===== src/rtl/mips_isa_pkg.sv =====
// MIPS ISA constants shared by the instruction encoder and the decode stage.
// Opcodes, functs, request format encoding and field legality helpers.
package mips_isa_pkg;

   typedef enum logic [1:0] {
      FMT_R   = 2'd0,
      FMT_I   = 2'd1,
      FMT_J   = 2'd2,
      FMT_ILL = 2'd3
   } req_fmt_e;

   typedef enum logic [1:0] {
      ST_IDLE   = 2'd0,
      ST_ACCEPT = 2'd1,
      ST_WRITE  = 2'd2,
      ST_FULL   = 2'd3
   } enc_state_e;

   localparam logic [5:0] OP_RTYPE = 6'h00;
   localparam logic [5:0] OP_ADDI  = 6'h08;
   localparam logic [5:0] OP_ANDI  = 6'h0C;
   localparam logic [5:0] OP_LW    = 6'h23;
   localparam logic [5:0] OP_SW    = 6'h2B;
   localparam logic [5:0] OP_BEQ   = 6'h04;
   localparam logic [5:0] OP_BNE   = 6'h05;
   localparam logic [5:0] OP_J     = 6'h02;
   localparam logic [5:0] OP_JAL   = 6'h03;

   localparam logic [5:0] FN_SLL   = 6'h00;
   localparam logic [5:0] FN_ADD   = 6'h20;
   localparam logic [5:0] FN_OR    = 6'h25;

   // Only sll may carry a non-zero shift amount.
   function automatic logic r_legal(input logic [5:0] funct, input logic [4:0] shamt);
      return (funct == FN_SLL) ||
             (((funct == FN_ADD) || (funct == FN_OR)) && (shamt == 5'd0));
   endfunction

   function automatic logic i_legal(input logic [5:0] opcode);
      return (opcode == OP_ADDI) || (opcode == OP_ANDI) || (opcode == OP_LW) ||
             (opcode == OP_SW)   || (opcode == OP_BEQ)  || (opcode == OP_BNE);
   endfunction

   function automatic logic j_legal(input logic [5:0] opcode);
      return (opcode == OP_J) || (opcode == OP_JAL);
   endfunction

endpackage


===== src/rtl/mips_field_packer.sv =====
// Combinational packer: assembles a 32-bit MIPS word from request fields
// and reports whether the field combination is a supported instruction.
import mips_isa_pkg::*;

module mips_field_packer (
   input  logic [1:0]  req_fmt_i,
   input  logic [5:0]  req_opcode_i,
   input  logic [5:0]  req_funct_i,
   input  logic [4:0]  req_rs_i,
   input  logic [4:0]  req_rt_i,
   input  logic [4:0]  req_rd_i,
   input  logic [4:0]  req_shamt_i,
   input  logic [15:0] req_imm_i,
   input  logic [25:0] req_target_i,
   output logic [31:0] word_o,
   output logic        legal_o
);

   // Field packing and legality per instruction format.
   always_comb begin
      word_o  = 32'h0000_0000;
      legal_o = 1'b0;
      case (req_fmt_e'(req_fmt_i))
         FMT_R: begin
            word_o  = {OP_RTYPE, req_rs_i, req_rt_i, req_rd_i, req_shamt_i, req_funct_i};
            legal_o = r_legal(req_funct_i, req_shamt_i);
         end
         FMT_I: begin
            word_o  = {req_opcode_i, req_rs_i, req_rt_i, req_imm_i};
            legal_o = i_legal(req_opcode_i);
         end
         FMT_J: begin
            word_o  = {req_opcode_i, req_target_i};
            legal_o = j_legal(req_opcode_i);
         end
         default: begin
            word_o  = 32'h0000_0000;
            legal_o = 1'b0;
         end
      endcase
   end

endmodule


===== src/rtl/mips_instr_encoder.sv =====
// Instruction encoder: packs field requests into MIPS words and writes them
// sequentially to instruction memory. ENCODER_CHECKSUM_EN adds an XOR checksum.
import mips_isa_pkg::*;

module mips_instr_encoder #(
   parameter int ADDR_WIDTH = 8,
   parameter int BASE_ADDR  = 0,
   parameter int MAX_WORDS  = 256
) (
   input  logic                  clk,
   input  logic                  reset,
   input  logic                  start,
   input  logic                  req_valid,
   output logic                  req_ready,
   input  logic [1:0]            req_fmt,
   input  logic [5:0]            req_opcode,
   input  logic [5:0]            req_funct,
   input  logic [4:0]            req_rs,
   input  logic [4:0]            req_rt,
   input  logic [4:0]            req_rd,
   input  logic [4:0]            req_shamt,
   input  logic [15:0]           req_imm,
   input  logic [25:0]           req_target,
   output logic                  mem_we,
   output logic [ADDR_WIDTH-1:0] mem_addr,
   output logic [31:0]           mem_wdata,
   input  logic                  mem_ack,
   output logic [ADDR_WIDTH:0]   word_count,
   output logic                  full,
   output logic                  err_illegal
`ifdef ENCODER_CHECKSUM_EN
   ,
   output logic [31:0]           checksum
`endif
);

   localparam logic [ADDR_WIDTH-1:0] BASE_A = ADDR_WIDTH'(BASE_ADDR);
   localparam logic [ADDR_WIDTH:0]   MAX_C  = (ADDR_WIDTH+1)'(MAX_WORDS);

   enc_state_e            state_q;
   logic                  req_ready_q;
   logic                  mem_we_q;
   logic [ADDR_WIDTH-1:0] mem_addr_q;
   logic [31:0]           mem_wdata_q;
   logic [ADDR_WIDTH:0]   word_count_q;
   logic                  full_q;
   logic                  err_illegal_q;
   logic [31:0]           checksum_q;
   logic [31:0]           packed_word_d;
   logic                  packed_legal_d;
   logic [ADDR_WIDTH:0]   word_count_d;

   mips_field_packer u_packer (
      .req_fmt_i    (req_fmt),
      .req_opcode_i (req_opcode),
      .req_funct_i  (req_funct),
      .req_rs_i     (req_rs),
      .req_rt_i     (req_rt),
      .req_rd_i     (req_rd),
      .req_shamt_i  (req_shamt),
      .req_imm_i    (req_imm),
      .req_target_i (req_target),
      .word_o       (packed_word_d),
      .legal_o      (packed_legal_d)
   );

   assign word_count_d = word_count_q + (ADDR_WIDTH+1)'(1);

   // Load FSM with address counter, write handshake and sticky flags.
   always_ff @(posedge clk or negedge reset) begin
      if (!reset) begin
         state_q       <= ST_IDLE;
         req_ready_q   <= 1'b0;
         mem_we_q      <= 1'b0;
         mem_addr_q    <= BASE_A;
         mem_wdata_q   <= 32'h0000_0000;
         word_count_q  <= '0;
         full_q        <= 1'b0;
         err_illegal_q <= 1'b0;
         checksum_q    <= 32'h0000_0000;
      end else if (start) begin
         state_q       <= ST_ACCEPT;
         req_ready_q   <= 1'b1;
         mem_we_q      <= 1'b0;
         mem_addr_q    <= BASE_A;
         word_count_q  <= '0;
         full_q        <= 1'b0;
         err_illegal_q <= 1'b0;
         checksum_q    <= 32'h0000_0000;
      end else begin
         case (state_q)
            ST_IDLE: state_q <= ST_IDLE;
            ST_ACCEPT: begin
               if (req_valid && req_ready_q) begin
                  if (packed_legal_d) begin
                     state_q     <= ST_WRITE;
                     req_ready_q <= 1'b0;
                     mem_we_q    <= 1'b1;
                     mem_wdata_q <= packed_word_d;
                  end else begin
                     err_illegal_q <= 1'b1;
                  end
               end
            end
            ST_WRITE: begin
               if (mem_ack) begin
                  mem_we_q     <= 1'b0;
                  mem_addr_q   <= mem_addr_q + ADDR_WIDTH'(1);
                  word_count_q <= word_count_d;
                  checksum_q   <= checksum_q ^ mem_wdata_q;
                  if (word_count_d == MAX_C) begin
                     state_q     <= ST_FULL;
                     full_q      <= 1'b1;
                     req_ready_q <= 1'b0;
                  end else begin
                     state_q     <= ST_ACCEPT;
                     req_ready_q <= 1'b1;
                  end
               end
            end
            ST_FULL: state_q <= ST_FULL;
            default: begin
               state_q     <= ST_IDLE;
               req_ready_q <= 1'b0;
               mem_we_q    <= 1'b0;
            end
         endcase
      end
   end

   assign req_ready   = req_ready_q;
   assign mem_we      = mem_we_q;
   assign mem_addr    = mem_addr_q;
   assign mem_wdata   = mem_wdata_q;
   assign word_count  = word_count_q;
   assign full        = full_q;
   assign err_illegal = err_illegal_q;
`ifdef ENCODER_CHECKSUM_EN
   assign checksum    = checksum_q;
`else
   logic unused_checksum;
   assign unused_checksum = ^checksum_q;
`endif

endmodule


===== config.mk =====
export PLATFORM = sky130hd
export DESIGN_NAME = mips_instr_encoder
export DESIGN_NICKNAME = d
export VERILOG_FILES = /design/src/rtl/mips_isa_pkg.sv /design/src/rtl/mips_field_packer.sv /design/src/rtl/mips_instr_encoder.sv
export SDC_FILE = /design/constraint.sdc
export NUM_CORES = 1
export LEC_CHECK = 0
export BUFFER_PORTS_ARGS = -buffer_cell sky130_fd_sc_hd__buf_4
export CORE_ASPECT_RATIO = 0.5
export CORE_MARGIN = 2
export CORE_UTILIZATION = 53
export CTS_BUF_LIST = sky130_fd_sc_hd__clkbuf_8
export CTS_CLUSTER_SIZE = 25
export DETAILED_ROUTE_END_ITERATION = 7
export GPL_ROUTABILITY_DRIVEN = 0
export PLACE_DENSITY_LB_ADDON = 0.3
export SYNTH_ARGS = -nofsm -noshare
export SYNTH_HDL_FRONTEND = slang
export SYNTH_SLANG_ARGS = --single-unit

===== constraint.sdc =====
create_clock -name clk -period 2.9 [get_ports clk]
set_clock_uncertainty 0.1 [all_clocks]
set_input_delay 0.29 -clock clk [delete_from_list [all_inputs] [get_ports clk]]
set_output_delay 0.29 -clock clk [all_outputs]
set_load 0.05 [all_outputs]

==> flow_metrics.tcl <==
set metrics [dict create \
    crit_fanout 21 \
    min_delay_path_depth 2 \
    cts.htree.levels 2 \
    wire_per_inst_um 15.6 \
    critPathLaunch "req_funct[2]" \
    setup_viol 0 \
    grt_antenna_before_repair 0 \
    rows 19 \
    power.share.clock 0.278 \
    max_freq_mhz 450 \
    synth-edff-count 0 \
    cp.required_ns 3.00 \
    ff2ff_setup_slack_ns 0.93 \
    slowest_delay_ns 0.53 \
    wl_mm 7.97 \
    swShare 0.321 \
    reg2reg_depth 6 \
    pwr-share-seq 0.417 \
    core_region_area_mm2 0.00554 \
    arrival_ns 2.32 \
    cts_buffers 5 \
    clkLatencyLatePin_ns 0.30 \
    routed_via_density 5.42 \
    grt_usage 0.252 \
    cp-start-kind "primary input" \
    syn_nets 388 \
    ir_drop_uv 278 \
    fp.dieH_um 57.8 \
    hold_viol 0 \
    maxCapViolCount 0 \
    clockBufferDepth 2 \
    synth-seq-cells 55 \
    rsz0062_at_grt "no" \
    seq_area_frac_synth 0.448 \
    cts_tree "built" \
    synth_area_leader_cell "dfrtp_1" \
    status "complete, no violations" \
    cts_resized 0 \
    syn_to_final_growth_pct 38.7 \
    p_comb_frac 0.304 \
    worstHoldStart "req_valid" \
    die_x_um 112 \
    r2r_end "mem_wdata[9]" \
    synthArstFlopShare 1.00 \
    drt_iter0_drc 130 \
    synth_common_cells "dfrtp_1 (55), nand2_1 (47), o21ai_0 (26), mux2_4 (20), mux2i_1 (19)" \
    synth_area_per_cell_um2 10.1 \
    crit_type "primary input to flip-flop" \
    drv_slew 0 \
    synth.distinct_cells 50 \
    yosysTopAreaCellShare 0.448 \
    worst_slew_margin_rel 0.552 \
    root_buffer "clkbuf_8" \
    dp.cells 501 \
    clk_pin_slew_ns 0.10 \
    fp.dieArea_mm2 0.00646 \
    dr_total_vias 2764 \
    setup.worst_path.end_class "flip-flop" \
    p_leak_nw 2.18 \
    post-route-min-period_ns 2.22 \
    clock_sink_count 55 \
    nets 520 \
    cp_common_cell "buf_4" \
    ys.flop_type "dfrtp_1" \
    hpwl_mm 6.00 \
    fin_crit_sh 0.766 \
    synth_cells 304 \
    crit_slowest_cell "or4_1" \
    p_int_mw 1.43 \
    grt_pass1_vias 2733 \
    switchingPower_mw 0.676 \
    io_pins 134 \
    antenna_cells 0 \
    drcViolationCount 0 \
    grt_overflow 0 \
    r2r-start "state_q[1]" \
    grt_pass1_wl_mm 13.1 \
    synth_area_leaders "dfrtp_1 (45%), mux2_4 (9.8%), mux2i_1 (6.2%), nand2_1 (5.7%), o21ai_0 (4.2%)" \
    p_per_area_mw_per_mm2 493 \
    yosysWarnings 0 \
    fillers 381 \
    ant_nets 0 \
    port_buffers 133 \
    first_pass_iters 5 \
    tightest_slew_ns 0.672 \
    drive_above_1_share 0.396 \
    final_cells 510 \
    initial_core_util 0.555 \
    holdPathEnd "state_q[0]" \
    setup_tns_ns 0 \
    netlist_area_mm2 0.00307 \
    crit_chain "buf_4, or4_1, o32ai_1, o211ai_1, a21oi_4, buf_4, mux2_2" \
    yosysMostFrequentCell "dfrtp_1" \
    hold_class "primary input to flip-flop" \
    grt_start_max_net_pins 56 \
]
-- per-stage QoR --
stage                     setup slack [ns]  hold slack, ns  total power [mW]  cell area (um^2)   util
after global routing                 0.560           0.115              2.18              4260  0.770
after global placement               0.475           0.264              1.52              4120  0.744
after detailed placement             0.415           0.276              1.53              4120  0.744
after CTS                            0.697           0.115              2.12              4260  0.770
final                                0.677           0.113              2.10              4260  0.770
after floorplan                      0.819          -0.106              1.27              3070      -
-- worst max-delay path: cells and delay by family --
family                 cells  cell delay, ns
AO/OA/AOI/OAI              3            0.65
AND/OR/NAND/NOR            1            0.53
buffers and inverters      2            0.47
multiplexers               1            0.37
-- registers in the layout, indices dropped and copies added (netlist names) --
register and count:
mem_addr 8, req_ready 1, state_q 2, mem_we 1, err_illegal 1, word_count 9, full 1, mem_wdata 32
-- metal layers --
| layer | up-vias | routed length (um) | global-route usage |
|---|---|---|---|
| met5 | - | 0 | 0 |
| met4 | 0 | 116 | 0.0688 |
| met3 | 14 | 535 | 0.0533 |
| met2 | 97 | 4060 | 0.458 |
| met1 | 1338 | 3250 | 0.314 |
| li1 | 1315 | - | - |
-- what timing repair did --
item / CTS / global route
hold buffers: 1 / 0
setup buffers: 0 / 0
endpoints found under the hold margin: 55 / 0
-- kinds of logic after synthesis --
family,count (synthesis),synth area share
compound gates,53,0.116
xor+xnor,14,0.0399
fa+ha+maj,3,0.0122
buf+inv,32,0.0480
flops,55,0.448
mux,45,0.182
simple gates,102,0.155
-- layout by cell type, fill, tap and decap left out, types with 2 or more instances in the layout --
cell       instances
a21oi_1            8
a22oi_1            2
and3_1             2
buf_4            138
bufinv_16          2
clkbuf_8           5
dfrtp_1           55
ha_1               3
inv_1             19
mux2_1             3
mux2_2             3
mux2_4            20
mux2i_1           19
nand2_1           47
nand2b_1           2
nand3_1            6
nand3b_1           2
nand4_1            5
nor2_1            17
nor2b_1            5
nor3_1             5
o21a_1             2
o21ai_0           26
or3_1              4
xnor2_1            5
xor2_1             9
-- area by class of cell --
class                   count  area, um^2  share of cell area
inverters                  18        67.6              0.0158
well taps                  73        91.3              0.0214
repair buffers            139        1050               0.245
flip-flops and latches     55        1380               0.323
multi-input cells         217        1550               0.363
clock buffers               5        68.8              0.0161
clock inverters             3        63.8              0.0150
-- power groups by stage --
stage,clock network [mW],registers [mW],logic [mW]
after floorplan,0,1.13,0.147
after global placement,0,0.890,0.628
after detailed placement,0,0.891,0.642
after CTS,0.596,0.878,0.645
after global routing,0.623,0.886,0.673
final,0.585,0.878,0.640
-- worst max path at each step --
stage / to / slack, ns / cells after the start
after floorplan: mem_wdata[0] / 0.82 / 6
after global placement: mem_wdata[9] / 0.47 / 7
after detailed placement: mem_wdata[9] / 0.42 / 7
after CTS: mem_wdata[9] / 0.70 / 7
after global routing: mem_wdata[9] / 0.56 / 7
final: mem_wdata[9] / 0.68 / 7
Power figures use the tool's default switching activity.
